**config.mk**
```make
export PLATFORM = sky130hd
export DESIGN_NAME = seg7_scan_ctrl
export DESIGN_NICKNAME = d
export VERILOG_FILES = /design/src/rtl/seg7_scan_ctrl.sv
export SDC_FILE = /design/constraint.sdc
export NUM_CORES = 1
export LEC_CHECK = 0
export ABC_AREA = 1
export CORE_MARGIN = 3
export CORE_UTILIZATION = 48
export CTS_CLUSTER_DIAMETER = 50
export DETAILED_ROUTE_END_ITERATION = 7
export PLACE_DENSITY_LB_ADDON = 0.08
export SLEW_MARGIN = 5
export SYNTH_ARGS = -nofsm -noshare
export SYNTH_HDL_FRONTEND = slang
export SYNTH_SLANG_ARGS = --single-unit
```
**constraint.sdc**
```tcl
create_clock -name clk -period 2.8 [get_ports clk]
set_clock_uncertainty 0.1 [all_clocks]
set_input_delay 0.7 -clock clk [delete_from_list [all_inputs] [get_ports clk]]
set_output_delay 0.7 -clock clk [all_outputs]
set_load 0.005 [all_outputs]
```
**src/rtl/seg7_scan_ctrl.sv**
```systemverilog
// -----------------------------------------------------------------------------
// seg7_scan_ctrl
//
// Time-multiplexed scan controller for a two-digit 7-segment display.
// A two-digit segment pattern is accepted over a valid/ready handshake into a
// one-slot pending register. The pending pattern moves into the shadow
// register only when a frame starts, so a frame always shows one consistent
// pattern. Each frame is DIG0 (units), an optional blank gap, DIG1 (tens) and
// another optional blank gap.
//
// Ports:
//   clk        in   clock
//   rstn       in   synchronous reset, active-low
//   en         in   1 = scan, 0 = blank display and park the FSM in IDLE
//   s_valid    in   input pattern valid
//   s_ready    out  pending slot empty (registered)
//   s_data     in   {tens[13:7], units[6:0]}, active-high, bit6=a .. bit0=g
//   seg_out    out  shared segment bus, active-high (registered)
//   dig_en_n   out  digit enables, active-low, [0]=units, [1]=tens (registered)
//   frame_done out  one-cycle pulse in the first cycle of each new frame
// -----------------------------------------------------------------------------
module seg7_scan_ctrl #(
    parameter int ON_CYCLES  = 4,
    parameter int GAP_CYCLES = 1,
    parameter int BLANK_LZ   = 1
) (
    input  logic        clk,
    input  logic        rstn,
    input  logic        en,
    input  logic        s_valid,
    output logic        s_ready,
    input  logic [13:0] s_data,
    output logic [6:0]  seg_out,
    output logic [1:0]  dig_en_n,
    output logic        frame_done
);

    localparam logic [2:0] ST_IDLE = 3'd0;
    localparam logic [2:0] ST_DIG0 = 3'd1;
    localparam logic [2:0] ST_GAP0 = 3'd2;
    localparam logic [2:0] ST_DIG1 = 3'd3;
    localparam logic [2:0] ST_GAP1 = 3'd4;

    localparam int MAXC = (ON_CYCLES > GAP_CYCLES) ? ON_CYCLES : GAP_CYCLES;
    localparam int TW   = $clog2(MAXC + 1);

    // The timer holds "cycles remaining minus one" in the current state, so a
    // state is left on the edge where the timer reads zero.
    localparam logic [TW-1:0] ZERO_T   = TW'(0);
    localparam logic [TW-1:0] ONE_T    = TW'(1);
    localparam logic [TW-1:0] ON_LOAD  = TW'(ON_CYCLES - 1);
    localparam logic [TW-1:0] GAP_LOAD = TW'((GAP_CYCLES > 0) ? (GAP_CYCLES - 1) : 0);

    logic [2:0]    state_r;
    logic [2:0]    state_nxt_s;
    logic [TW-1:0] timer_r;
    logic [TW-1:0] timer_nxt_s;
    logic          boundary_s;
    logic          enter_dig0_s;

    logic          pend_full_r;
    logic          pend_full_nxt_s;
    logic [13:0]   pend_r;
    logic [13:0]   pend_nxt_s;
    logic [13:0]   shadow_r;
    logic [13:0]   shadow_nxt_s;
    logic          xfer_s;
    logic          commit_s;

    logic          s_ready_r;
    logic [6:0]    seg_out_r;
    logic [6:0]    seg_nxt_s;
    logic [1:0]    dig_en_n_r;
    logic [1:0]    dig_nxt_s;
    logic          frame_done_r;

    assign s_ready    = s_ready_r;
    assign seg_out    = seg_out_r;
    assign dig_en_n   = dig_en_n_r;
    assign frame_done = frame_done_r;

    // Tens digit after optional leading-zero suppression (7'h7E is "0").
    function automatic logic [6:0] tens_seg(input logic [6:0] tens);
        if ((BLANK_LZ != 0) && (tens == 7'h7E)) begin
            tens_seg = 7'h00;
        end else begin
            tens_seg = tens;
        end
    endfunction

    // Scan sequencing: next state, timer reload/decrement, frame boundary.
    always_comb begin
        state_nxt_s  = state_r;
        timer_nxt_s  = timer_r;
        boundary_s   = 1'b0;
        enter_dig0_s = 1'b0;
        if (!en) begin
            state_nxt_s = ST_IDLE;
            timer_nxt_s = ZERO_T;
        end else begin
            case (state_r)
                ST_IDLE: begin
                    state_nxt_s  = ST_DIG0;
                    timer_nxt_s  = ON_LOAD;
                    enter_dig0_s = 1'b1;
                end
                ST_DIG0: begin
                    if (timer_r != ZERO_T) begin
                        timer_nxt_s = timer_r - ONE_T;
                    end else if (GAP_CYCLES > 0) begin
                        state_nxt_s = ST_GAP0;
                        timer_nxt_s = GAP_LOAD;
                    end else begin
                        state_nxt_s = ST_DIG1;
                        timer_nxt_s = ON_LOAD;
                    end
                end
                ST_GAP0: begin
                    if (timer_r != ZERO_T) begin
                        timer_nxt_s = timer_r - ONE_T;
                    end else begin
                        state_nxt_s = ST_DIG1;
                        timer_nxt_s = ON_LOAD;
                    end
                end
                ST_DIG1: begin
                    if (timer_r != ZERO_T) begin
                        timer_nxt_s = timer_r - ONE_T;
                    end else if (GAP_CYCLES > 0) begin
                        state_nxt_s = ST_GAP1;
                        timer_nxt_s = GAP_LOAD;
                    end else begin
                        state_nxt_s  = ST_DIG0;
                        timer_nxt_s  = ON_LOAD;
                        boundary_s   = 1'b1;
                        enter_dig0_s = 1'b1;
                    end
                end
                ST_GAP1: begin
                    if (timer_r != ZERO_T) begin
                        timer_nxt_s = timer_r - ONE_T;
                    end else begin
                        state_nxt_s  = ST_DIG0;
                        timer_nxt_s  = ON_LOAD;
                        boundary_s   = 1'b1;
                        enter_dig0_s = 1'b1;
                    end
                end
                default: begin
                    state_nxt_s = ST_IDLE;
                    timer_nxt_s = ZERO_T;
                end
            endcase
        end
    end

    // Pending slot and shadow: accept when empty, commit on every DIG0 entry.
    // A transfer needs an empty slot and a commit needs a full one, so the two
    // can never collide.
    always_comb begin
        xfer_s          = s_valid && s_ready_r;
        commit_s        = enter_dig0_s && pend_full_r;
        shadow_nxt_s    = shadow_r;
        pend_full_nxt_s = pend_full_r;
        pend_nxt_s      = pend_r;
        if (commit_s) begin
            shadow_nxt_s    = pend_r;
            pend_full_nxt_s = 1'b0;
        end else if (xfer_s) begin
            pend_nxt_s      = s_data;
            pend_full_nxt_s = 1'b1;
        end else begin
            pend_full_nxt_s = pend_full_r;
        end
    end

    // Output decode from the next state and next shadow so the registered
    // outputs change on the same edge as the state.
    always_comb begin
        seg_nxt_s = 7'h00;
        dig_nxt_s = 2'b11;
        case (state_nxt_s)
            ST_DIG0: begin
                seg_nxt_s = shadow_nxt_s[6:0];
                dig_nxt_s = 2'b10;
            end
            ST_DIG1: begin
                seg_nxt_s = tens_seg(shadow_nxt_s[13:7]);
                dig_nxt_s = 2'b01;
            end
            default: begin
                seg_nxt_s = 7'h00;
                dig_nxt_s = 2'b11;
            end
        endcase
    end

    // State, data and output registers with synchronous active-low reset.
    always_ff @(posedge clk) begin
        if (!rstn) begin
            state_r      <= ST_IDLE;
            timer_r      <= ZERO_T;
            pend_full_r  <= 1'b0;
            pend_r       <= 14'h0000;
            shadow_r     <= 14'h0000;
            s_ready_r    <= 1'b1;
            seg_out_r    <= 7'h00;
            dig_en_n_r   <= 2'b11;
            frame_done_r <= 1'b0;
        end else begin
            state_r      <= state_nxt_s;
            timer_r      <= timer_nxt_s;
            pend_full_r  <= pend_full_nxt_s;
            pend_r       <= pend_nxt_s;
            shadow_r     <= shadow_nxt_s;
            s_ready_r    <= !pend_full_nxt_s;
            seg_out_r    <= seg_nxt_s;
            dig_en_n_r   <= dig_nxt_s;
            frame_done_r <= boundary_s;
        end
    end

endmodule
```
==> key figures <==
Yosys
  • Sequential share of the synthesized area: 0.4940
  • Syn_nets: between 200 and 300
  • Ys Warns: 0
  • Mapped cell area: 1864 um2
  • Post-Syn Instances: 241
  • #FFs+latches synth: 46
  • Synth cell types: 28
  • Mean post-synth cell area: between 7 and 8 um2

Layout
  • N_diodes: 0
  • Layout area overhead: 20.94%
  • Most common cell after layout, fill and taps aside: nand2_1
  • Layout cells sized above 1: 0.1148
  • Most frequent cells in the layout: nand2_1, dfxtp_1, nand3_1, clkdlybuf4s50_1, nor2_1
  • Number of nets in the layout: 289

Floorplanning
  • # IOs: 29
  • Die Wd: approximately 68 um
  • Initial core utilization: 0.5017
  • Row cnt: 22
  • Core Area: 3716 um2
  • Full die area: 4668 um2
  • Die height: about 68 um

CTS
  • Num CTS Buffers: 5
  • Postcts setup bufs: 0
  • H-Tree Depth: 2
  • Clk slew on worst S/H paths: 0.08 ns
  • # clock sinks: 46
  • Hold-fix buffers at CTS: 0
  • CTS root buf: clkbuf_8
  • Clock latency at the later pin of the worst-skew pair: 0.29 ns
  • # resized after CTS: 0
  • CTS tree: yes
  • Bufs on Longest Clock Path: 2

Pwr
  • P_int: 0.9370 mW
  • LEAKAGE: 0.9235 nW
  • Worst vdd ir: 0.0003076 V
  • Sw frac: 0.2387
  • Clock group share of total power: 0.316
  • Design Power: 1.231 mW
  • Combinational power share: 0.118
  • NetSw: 0.2937 mW
  • Flop pwr share: 0.565
  • Cell Pwr Density: 545.8 nW/um2

Global route
  • Overflow after GRT: 0
  • GRT Overall Usage: 0.1790
  • Largest net degree at the start of global routing: 19
  • Vias in the first global route: 1385
  • First-pass GRT wire length: 6168 um
  • Initial antenna violation count: 0

Critical path
  • CP Max Fanout: 12
  • CP Class: in2reg
  • Critical Path Start: en
  • Critical path, cell by cell: clkdlybuf4s50_1 > nand2_1 > nor2_4 > buf_4 > nand3_1 > nand2_1 > nand2_1 > nor2_1 > nand2_2 > nand2_1 > nand2_1
  • Worst reg2reg path depth: 9
  • Crit-path slowest cell: clkdlybuf4s50_1
  • R2r startpoint: timer_r[0]
  • Critical Path AT: 2.33 ns
  • Most Frequent Cell on Critical Path: nand2_1
  • Critical Path Max Stage Delay: 0.55 ns
  • Reg2reg end: seg_out[1]
  • CP required: 2.90 ns
  • Startpoint Class: primary input
  • Register-to-register setup slack: about 1 ns
  • Worst setup EP type: register

Route
  • Drt drc: 0
  • Via count: ~1500
  • 1st-iter DRT viols: 85
  • Routed WL: 3683 um
  • Pre-Repair DR Iteration Count: 4
  • Detail Route Antenna Nets: 0
  • WL/cell: 11.58 um
  • DR vias/cell: between 4 and 5

Timing
  • Slew @ Worst Pin: 0.3309 ns
  • Final setup fails: 0
  • Max Freq: roughly 0.45 GHz
  • RSZ-0062 raised after global routing: false
  • Post-route minimum period: between 2 and 2.5 ns
  • Endpoints failing hold: 0
  • Rel. slew slack: 0.7780
  • Setup tns final: 0 ns
  • Slew Viols, Final: 0
  • Period utilisation layout: 0.7991

Placement
  • # port buffers: 28
  • Routability cong.: 0.7717
  • Dpl hpwl: 2750 um

Hold path
  • Hold path cells: 2
  • Hold wc startpoint: pend_r[0]
  • Hold endpoint: pend_r[0]
  • Hold Crit Class: reg2reg

Run
  • Max cap viols: 0

Run status
  • Outcome: completed
power groups by stage:
stage / sequential [mW] / combinational, mW / clock, mW
after floorplan: 0.708 / 0.0956 / 0
after global placement: 0.710 / 0.144 / 0
after detailed placement: 0.711 / 0.146 / 0
after CTS: 0.696 / 0.146 / 0.401
after global routing: 0.699 / 0.162 / 0.425
final: 0.696 / 0.146 / 0.389
worst max-delay path by stage:
stage	end
after floorplan	seg_out[5]
after global placement	seg_out[3]
after detailed placement	seg_out[2]
after CTS	seg_out[2]
after global routing	seg_out[4]
final	seg_out[1]
cells in the mapped netlist:
master,n,area (um2)
nand2_1,65,244.0
dfxtp_1,46,920.9
nand3_1,29,145.1
nor2_1,22,82.58
a21oi_1,19,95.09
inv_1,17,63.81
buf_6,4,45.04
a21oi_2,3,26.28
clkbuf_1,3,11.26
inv_2,3,11.26
nand2_2,3,18.77
nand2_4,3,33.78
o21ai_1,3,15.01
buf_2,2,10.01
nand3_2,2,20.02
nand4_1,2,12.51
nor2_2,2,12.51
nor2_4,2,22.52
nor4_1,2,12.51
a211oi_1,1,7.510
a21boi_0,1,7.510
buf_1,1,3.750
buf_4,1,7.510
o21a_1,1,7.510
o21ai_0,1,5.000
o31ai_1,1,7.510
or2_2,1,6.260
xor2_1,1,8.760
sequential cells by signal (all words and copies together) (netlist names):
register,count
pend_r,14
shadow_r,14
seg_out,7
state_r,3
timer_r,3
dig_en_n,2
frame_done,1
pend_full_r,1
s_ready,1
critical path, delay by kind of cell:
family        cells  cell delay (ns)
simple gates      9             0.89
buf+inv           2             0.74
metrics by stage:
stage	hold slack (ns)	utilization	cells	worst slack [ns]	cell area, um2
after floorplan	0.3302	-	241	1.032	1864
after global placement	0.3495	0.5845	312	0.2939	2172
after detailed placement	0.3544	0.5845	312	0.2280	2172
after CTS	0.3685	0.6067	318	0.5459	2255
after global routing	0.3878	0.6067	318	0.4066	2255
final	0.3657	0.6067	318	0.5625	2255
per-layer routing:
| layer | wire length, um | vias to the layer above | global-route usage |
|---|---|---|---|
| met2 | 1605 | 35 | 0.2780 |
| met4 | 59 | 0 | 0.08933 |
| met1 | 1878 | 669 | 0.2324 |
| li1 | - | 832 | - |
| met3 | 140 | 7 | 0.03941 |
| met5 | 0 | - | 0 |
cell type report:
class,instances,area [um2]
clock buffers,6,82.58
fillers,347,1461
inverters,20,75.07
multi-input cells,164,790.8
flip-flops and latches,46,920.9
well taps,48,60.06
repair buffers,34,325.3
logic make-up after synthesis:
kind of cell | count (synthesis) | synth area share
simple gates | 133 | 0.3275
flops | 46 | 0.4940
buf+inv | 31 | 0.08188
compound gates | 30 | 0.09195
xor+xnor | 1 | 0.004699
Power figures use the tool's default switching activity.
